==> src/rtl/pt_pkg.sv <==
// Shared definitions for packet_transmitter: packet FSM states, 8N1 frame
// constants and the checksum helper used by the optional checksum byte.
package pt_pkg;

  typedef enum logic [2:0] {
    IDLE,
    LOAD,
    SHIFT,
    GAP,
    FINISH
  } pt_state_e;

  localparam logic START_BIT  = 1'b0;
  localparam logic STOP_BIT   = 1'b1;
  localparam int   FRAME_BITS = 10;

  // Byte that brings the running 8-bit sum of a packet to zero.
  function automatic logic [7:0] pt_checksum(input logic [7:0] sum);
    return ~sum + 8'd1;
  endfunction

endpackage

==> src/rtl/uart_tx_serializer.sv <==
// 8N1 frame serializer: a load pulse captures one byte, txd replays the frame
// one cycle later from a registered output; frame_done flags the last stop cycle.
module uart_tx_serializer
  import pt_pkg::*;
#(
  parameter int CLKS_PER_BIT = 434
) (
  input  logic       clk,
  input  logic       rst,
  input  logic       load,
  input  logic [7:0] data,
  output logic       txd,
  output logic       frame_done
);

  localparam int BW = $clog2(CLKS_PER_BIT);
  localparam logic [BW-1:0] BAUD_LAST = BW'(CLKS_PER_BIT - 1);
  localparam logic [BW-1:0] BAUD_PRE  = BW'(CLKS_PER_BIT - 2);
  localparam logic [3:0]    BIT_LAST  = 4'(FRAME_BITS - 1);

  logic [FRAME_BITS-1:0] shreg;
  logic [BW-1:0]         baud_cnt;
  logic [3:0]            bit_cnt;
  logic                  active;

  // shreg[0] is the bit on the line next cycle; it refills with mark so idle stays high.
  always_ff @(posedge clk or posedge rst) begin
    if (rst) begin
      shreg      <= '1;
      baud_cnt   <= '0;
      bit_cnt    <= '0;
      active     <= 1'b0;
      txd        <= 1'b1;
      frame_done <= 1'b0;
    end else begin
      txd        <= shreg[0];
      frame_done <= 1'b0;
      if (load) begin
        shreg    <= {STOP_BIT, data, START_BIT};
        baud_cnt <= '0;
        bit_cnt  <= '0;
        active   <= 1'b1;
      end else if (active) begin
        // Raised one cycle early so the packet FSM can react on the final stop cycle.
        if (bit_cnt == BIT_LAST && baud_cnt == BAUD_PRE) frame_done <= 1'b1;
        if (baud_cnt == BAUD_LAST) begin
          baud_cnt <= '0;
          shreg    <= {1'b1, shreg[FRAME_BITS-1:1]};
          if (bit_cnt == BIT_LAST) active <= 1'b0;
          else bit_cnt <= bit_cnt + 4'd1;
        end else begin
          baud_cnt <= baud_cnt + 1'b1;
        end
      end
    end
  end

endmodule

==> src/rtl/packet_transmitter.sv <==
// Header + NUM_BYTES payload bytes (LSB byte first) over one 8N1 line.
// Define PACKET_TRANSMITTER_CHECKSUM_EN to append a zero-sum checksum byte.
module packet_transmitter
  import pt_pkg::*;
#(
  parameter int NUM_BYTES    = 4,
  parameter int CLKS_PER_BIT = 434,
  parameter int GAP_BITS     = 0
) (
  input  logic                   clk,
  input  logic                   rst,
  input  logic                   start,
  input  logic [7:0]             header,
  input  logic [8*NUM_BYTES-1:0] payload,
  output logic                   txd,
  output logic                   busy,
  output logic                   done
);

`ifdef PACKET_TRANSMITTER_CHECKSUM_EN
  localparam int LAST_IDX = NUM_BYTES + 1;
`else
  localparam int LAST_IDX = NUM_BYTES;
`endif
  localparam int IDX_W   = $clog2(NUM_BYTES + 2);
  localparam int GAP_CYC = GAP_BITS * CLKS_PER_BIT;
  localparam int GW      = (GAP_CYC > 1) ? $clog2(GAP_CYC) : 1;
  localparam logic [GW-1:0] GAP_LAST = GW'((GAP_CYC > 0) ? GAP_CYC - 1 : 0);

  pt_state_e                  state;
  logic                       start_q;
  logic [IDX_W-1:0]           byte_idx;
  logic [GW-1:0]              gap_cnt;
  logic [8*(NUM_BYTES+1)-1:0] pkt_buf;
  logic [7:0]                 cur_byte;
  logic                       launch;
  logic                       load;
  logic                       frame_done;

  // Handshake: start is a rising-edge request honoured only in IDLE (edges while
  // busy are dropped); busy spans launch through the done pulse, done lasts one cycle.
  assign launch = start & ~start_q & (state == IDLE);
  assign load   = (state == LOAD);

`ifdef PACKET_TRANSMITTER_CHECKSUM_EN
  logic [7:0] sum_acc;

  always_ff @(posedge clk or posedge rst) begin
    if (rst) sum_acc <= '0;
    else if (launch) sum_acc <= '0;
    else if (load) sum_acc <= sum_acc + cur_byte;
  end
`endif

  always_comb begin
    cur_byte = 8'h00;
    for (int k = 0; k <= NUM_BYTES; k++) begin
      if (byte_idx == IDX_W'(k)) cur_byte = pkt_buf[8*k +: 8];
    end
`ifdef PACKET_TRANSMITTER_CHECKSUM_EN
    if (byte_idx == IDX_W'(LAST_IDX)) cur_byte = pt_checksum(sum_acc);
`endif
  end

  uart_tx_serializer #(
    .CLKS_PER_BIT(CLKS_PER_BIT)
  ) u_ser (
    .clk       (clk),
    .rst       (rst),
    .load      (load),
    .data      (cur_byte),
    .txd       (txd),
    .frame_done(frame_done)
  );

  always_ff @(posedge clk or posedge rst) begin
    if (rst) begin
      state    <= IDLE;
      start_q  <= 1'b0;
      byte_idx <= '0;
      gap_cnt  <= '0;
      pkt_buf  <= '0;
      busy     <= 1'b0;
      done     <= 1'b0;
    end else begin
      start_q <= start;
      done    <= 1'b0;
      case (state)
        IDLE: begin
          busy <= 1'b0;
          if (launch) begin
            pkt_buf  <= {payload, header};
            byte_idx <= '0;
            busy     <= 1'b1;
            state    <= LOAD;
          end
        end
        LOAD: state <= SHIFT;
        SHIFT: begin
          if (frame_done) begin
            if (byte_idx == IDX_W'(LAST_IDX)) begin
              state <= FINISH;
            end else if (GAP_BITS > 0) begin
              gap_cnt <= '0;
              state   <= GAP;
            end else begin
              byte_idx <= byte_idx + 1'b1;
              state    <= LOAD;
            end
          end
        end
        GAP: begin
          if (gap_cnt == GAP_LAST) begin
            byte_idx <= byte_idx + 1'b1;
            state    <= LOAD;
          end else begin
            gap_cnt <= gap_cnt + 1'b1;
          end
        end
        FINISH: begin
          done  <= 1'b1;
          state <= IDLE;
        end
        default: state <= IDLE;
      endcase
    end
  end

endmodule
==> config.mk <==
export PLATFORM = sky130hd
export DESIGN_NAME = packet_transmitter
export DESIGN_NICKNAME = d
export VERILOG_FILES = /design/src/rtl/pt_pkg.sv /design/src/rtl/uart_tx_serializer.sv /design/src/rtl/packet_transmitter.sv
export SDC_FILE = /design/constraint.sdc
export NUM_CORES = 1
export LEC_CHECK = 0
export ABC_AREA = 1
export CAP_MARGIN = 10
export CORE_AREA = 2 2 98 100
export CTS_CLUSTER_SIZE = 28
export DETAILED_ROUTE_END_ITERATION = 12
export DIE_AREA = 0 0 100 102
export PLACE_DENSITY = 0.7
export SLEW_MARGIN = 20
export SYNTH_ARGS = -nofsm -noshare
export SYNTH_HDL_FRONTEND = slang
export SYNTH_HIERARCHICAL = 1
export SYNTH_SLANG_ARGS = --single-unit
==> constraint.sdc <==
create_clock -name clk -period 1.5 [get_ports clk]
set_input_delay 0.3 -clock clk [delete_from_list [all_inputs] [get_ports clk]]
set_output_delay 0.3 -clock clk [all_outputs]
set_load 0.01 [all_outputs]
==> results.md <==
Setup path:
- The largest fanout on the critical path is 6.
- The number of buffers and inverters on the critical path is 3.
- STA classifies the critical path startpoint as a flop.
- At the worst endpoint, the required time is 1.79 ns.
- The worst setup path is captured at a flop.
- STA puts the critical path data arrival time at approximately 1.9 ns.
- On the worst path, the slowest cell contributes a delay of 0.42 ns.
- The type of the worst setup path is flop to flop.
- The worst-case reg-to-reg path depth is 15.
- The destination of the worst register-to-register timing path is u_ser/shreg[6].
- The critical path goes through inv_2 -> ha_4 -> inv_4 -> nor2_4 -> buf_6 -> nand2_1 -> nand2_1 -> nand2_1 -> nand2_1 -> nand2_1 -> nand2_1 -> nand2_1 -> nand2_1 -> nand3_1 -> nand2_1.
- The family with the most delay on the worst path is simple AND/OR/NAND/NOR gates.
- Across all register-to-register paths, the minimum setup slack is -0.14 ns.
- The slowest stage of the critical path belongs to the cell sky130_fd_sc_hd__dfrtp_1.
- The beginning of the worst register-to-register path is byte_idx[1].
- The dominant cell type by count on the critical path is sky130_fd_sc_hd__nand2_1.

Logic synthesis:
- The area of the mapped netlist is 3983 um2.
- The number of cells produced by synthesis is ~530.
- The synthesized netlist contains 29 unique library cells.
- In the synthesized netlist the async set-or-reset flop fraction comes to 100.0%.
- A synthesized cell averages between 7 and 8 um2.
- The predominant post-synthesis flop cell is sky130_fd_sc_hd__dfrtp_1.
- In this run, synthesis inferred 0 flip-flops with an integrated enable.
- The sequential area share after synthesis is a little under half.
- For this run, the number of Yosys warnings is 6.
- The number of synthesized register bits is 74.
- The post-synthesis net count is 580.

Power:
- The worst-case IR drop observed on VDD is between 600 and 700 uV.
- The leakage power figure is 2.707 nW.
- After layout, the design draws a total of just over 9 mW.
- Dividing total power by cell area gives a power density of 1784 nW/um2.

Global route:
- The via count of the first global-routing pass is 3,327.
- The maximum number of pins on one net before global-route repair is 50.
- The global routing usage on met1 is roughly a quarter.
- For this run the aggregate overflow at the end of global routing stands at 0.
- The initial antenna violation count is 0.
- For this run, global-route usage on met3 was measured as about 2.9%.
- Across every metal layer, demand over resource in global routing totals between 10% and 20%.
- In the global route stage, met2 resource usage came out at between 30% and 40%.
- In this run the most used layer during global routing was met2.
- The first global-routing pass estimated between 15,000 and 20,000 um of wire.

STA:
- The hold violation total from the final report was 0.
- The setup-violating endpoint count in the final report is 17.
- Final hold analysis gives a worst-case slack of ~0.32 ns.
- At the pin with the least slew margin, the transition time is around 0.32 ns.
- The max-slew headroom at the worst pin is around four fifths.
- The fmax is ~600 MHz.
- Across all setup checks in the final design, the least slack found is -0.1424 ns.
- The final critical path takes up 109.5% of the cycle.
- Between clock sinks in the finished design, the worst skew comes to around 0.017 ns.
- The routed design could run at a clock period as short as ~1.6 ns.
- The number of slew-limit violations in the final report was 0.
- Setup repair after global routing could not meet its margin everywhere.

Cells and area:
- The count of fill cells added during filler insertion is approximately 850.
- The count of non-filler cells in the finished layout is roughly 720.
- The sequential cell area is between 1500 and 2000 um2.
- Relative to the synthesized area, the layout overhead comes to 31.48%.
- The net count of the finished layout is 656.
- The number of inserted diodes is 0.
- Cells fill around 57% of the core in the end.
- The footprint of the multi-input gates is about 1900 um2.
- The post-route netlist has 21.71% of its cells at a drive strength greater than 1.

Detailed routing:
- For this block, the initial DRC count from the detailed router was 181.
- For this block, the via count after detailed routing is approximately 3,500.
- The detailed-route wire length is approximately 9500 um.
- In the final routed layout, each cell accounts on average for 13.19 um.
- For this run, design rule violations remaining after detail routing come to 0.
- The count of nets left with antenna violations once routing finished came out at 0.
- Using the TritonRoute via totals, the vias-per-cell ratio works out to between 4 and 5.
- The length of the first detailed-routing pass in iterations is 4.

Placed design:
- The weighted congestion reported at the end of routability-driven placement is ~0.91.
- The count of buffers inserted at the top-level ports is between 40 and 50.
- Once placement completed, the tool counted placed cells totaling 691.
- The HPWL after detailed placement is between 6000 and 7000 um.

Clock tree:
- TritonCTS built the clock tree.
- In this run, CTS created clock tree buffers numbering 9.
- The H-tree was split into 3 levels.
- After clock tree synthesis, the clock-pin slew on the worst setup and hold paths is roughly 0.09 ns.
- The clock insertion delay at the later pin of the skew report is ~0.35 ns.
- The buffer cell driving the clock tree root is sky130_fd_sc_hd__clkbuf_8.
- No sink is reached through more buffers than the 2 on the longest clock path.
- The clock sink total is 74.

Run status:
- The flow ran to the end, but the final reports show violations.
- The final reports fail on setup timing.

Floorplanning:
- The standard cell core area is around 9100 um2.
- Once the floorplan was initialized, standard cells occupied between 40% and 50% of the core.
- The die covers a little over 10,000 um2.
- The I/O pin count is 46.
- The site row count is 35.
- The die is slightly above 100 um tall.
- Measured along the x axis, the die boundary spans around 100 um.

Hold path:
- The path type of the worst min-delay path is input pin to asynchronous set/reset pin.

Flow run:
- The max-cap check violation count is 0.
[report_power, final]
| part | internal (mW) | switching (mW) | leakage, nW |
|---|---|---|---|
| clock | 0.771 | 0.764 | 0.0925 |
| sequential | 2.84 | 0.461 | 0.878 |
| combinational | 1.87 | 2.64 | 1.74 |
| total | 5.48 | 3.87 | 2.71 |
[per-stage QoR]
step / worst slack [ns] / TNS, ns / area [um2]
after floorplan: -0.01114 / -0.02023 / 4005
after global placement: -0.1816 / -1.490 / 4677
after detailed placement: -0.2481 / -1.878 / 4677
after CTS: -0.09425 / -0.6563 / 5011
after global routing: -0.2680 / -2.929 / 5236
final: -0.1424 / -1.037 / 5236
[logic make-up (layout without fill, tap and decap cells)]
kind of cell,Yosys count,in the layout,synth area share (%)
AND/OR/NAND/NOR,310,311,32.99
adder cells (fa/ha/maj),10,10,3.142
buffers and inverters,86,166,10.34
XOR/XNOR,1,1,0.2200
AO/OA/AOI/OAI,46,46,6.503
flip-flops,74,74,46.81
[worst max path at each step]
| stage | from | depth (start not counted) | end | slack, ns |
|---|---|---|---|---|
| floorplan | byte_idx[1] | 15 | u_ser/shreg[7] | -0.01 |
| global placement | byte_idx[0] | 13 | u_ser/shreg[6] | -0.18 |
| detailed placement | byte_idx[0] | 13 | u_ser/shreg[6] | -0.25 |
| CTS | byte_idx[0] | 14 | u_ser/shreg[5] | -0.09 |
| global route | byte_idx[1] | 15 | u_ser/shreg[6] | -0.27 |
| finish | byte_idx[1] | 15 | u_ser/shreg[6] | -0.14 |
[cells in the mapped netlist, types with 2 or more instances]
master / n / area share (%)
sky130_fd_sc_hd__o21ai_0: 8 / 1.0
sky130_fd_sc_hd__nor2_4: 2 / 0.57
sky130_fd_sc_hd__nand2_1: 192 / 18
sky130_fd_sc_hd__dfstp_2: 10 / 6.6
sky130_fd_sc_hd__a21oi_1: 30 / 3.8
sky130_fd_sc_hd__nor2_1: 51 / 4.8
sky130_fd_sc_hd__buf_6: 9 / 2.5
sky130_fd_sc_hd__nor2_2: 5 / 0.79
sky130_fd_sc_hd__nor3_1: 2 / 0.25
sky130_fd_sc_hd__buf_2: 5 / 0.63
sky130_fd_sc_hd__dfrtp_1: 64 / 40
sky130_fd_sc_hd__nand2_4: 4 / 1.1
sky130_fd_sc_hd__o21ai_1: 3 / 0.38
sky130_fd_sc_hd__inv_1: 61 / 5.7
sky130_fd_sc_hd__inv_2: 6 / 0.57
sky130_fd_sc_hd__nand2_2: 4 / 0.63
sky130_fd_sc_hd__nand4_1: 5 / 0.79
sky130_fd_sc_hd__a21oi_2: 2 / 0.44
sky130_fd_sc_hd__nand3_1: 42 / 5.3
sky130_fd_sc_hd__ha_1: 10 / 3.1
sky130_fd_sc_hd__buf_4: 4 / 0.75
[cells in the final DEF, fill, tap and decap left out, types with 2 or more instances in the layout]
cell type / count
sky130_fd_sc_hd__nand3_2: 5
sky130_fd_sc_hd__dfrtp_1: 63
sky130_fd_sc_hd__ha_1: 5
sky130_fd_sc_hd__nand2_4: 4
sky130_fd_sc_hd__clkdlybuf4s50_1: 42
sky130_fd_sc_hd__clkinvlp_4: 3
sky130_fd_sc_hd__a21oi_2: 4
sky130_fd_sc_hd__nor2_4: 5
sky130_fd_sc_hd__nand2_8: 4
sky130_fd_sc_hd__nor3_1: 2
sky130_fd_sc_hd__dfstp_2: 10
sky130_fd_sc_hd__nand3_1: 38
sky130_fd_sc_hd__clkbuf_8: 9
sky130_fd_sc_hd__o21ai_2: 3
sky130_fd_sc_hd__o21ai_0: 3
sky130_fd_sc_hd__nand2_2: 11
sky130_fd_sc_hd__buf_12: 5
sky130_fd_sc_hd__ha_4: 4
sky130_fd_sc_hd__buf_6: 6
sky130_fd_sc_hd__inv_4: 4
sky130_fd_sc_hd__nand4_1: 5
sky130_fd_sc_hd__a21oi_1: 28
sky130_fd_sc_hd__inv_2: 9
sky130_fd_sc_hd__o21ai_1: 5
sky130_fd_sc_hd__nor2_1: 44
sky130_fd_sc_hd__dlygate4sd2_1: 3
sky130_fd_sc_hd__clkinv_4: 3
sky130_fd_sc_hd__nor2_2: 9
sky130_fd_sc_hd__inv_1: 52
sky130_fd_sc_hd__nand2_1: 182
sky130_fd_sc_hd__buf_4: 25
[flip-flops by register name, indices dropped and copies added, names as in the netlist, 3 cells and up]
name and cells:
byte_idx 3, u_ser/shreg 9, u_ser/bit_cnt 4, state 3, pkt_buf 40, u_ser/baud_cnt 9
[worst register-to-register path: cells and delay by family, from the launching register on]
kind / cells / cell delay, ns
adder cells (fa/ha/maj): 1 / 0.18
buffers and inverters: 3 / 0.29
flip-flops: 1 / 0.42
AND/OR/NAND/NOR: 11 / 0.70
[layout make-up]
class | count | share of cell area [%]
Tap cell | 111 | 2.652
Clock buffer | 10 | 2.437
Multi-Input combinational cell | 368 | 36.75
Sequential cell | 74 | 35.63
Clock inverter | 6 | 1.290
Timing Repair Buffer | 83 | 16.08
Inverter | 67 | 5.161
[what timing repair did]
action                                  4_1_cts  5_1_grt
buffers inserted                              6        4
endpoints found under the setup margin       21       25
gates resized for setup                      28       43
gates cloned                                  0        2
pin swaps                                    16       26
hold buffers                                  0        0
[per-layer routing]
metal | share of wire [%] | up-vias | wire length, um
li1 | - | 1777 | -
met1 | 46 | 1671 | 4348
met2 | 49 | 89 | 4600
met3 | 4.3 | 9 | 412
met4 | 1.3 | 0 | 120
met5 | 0 | - | 0
No activity file was read; power rests on OpenSTA's default activity.
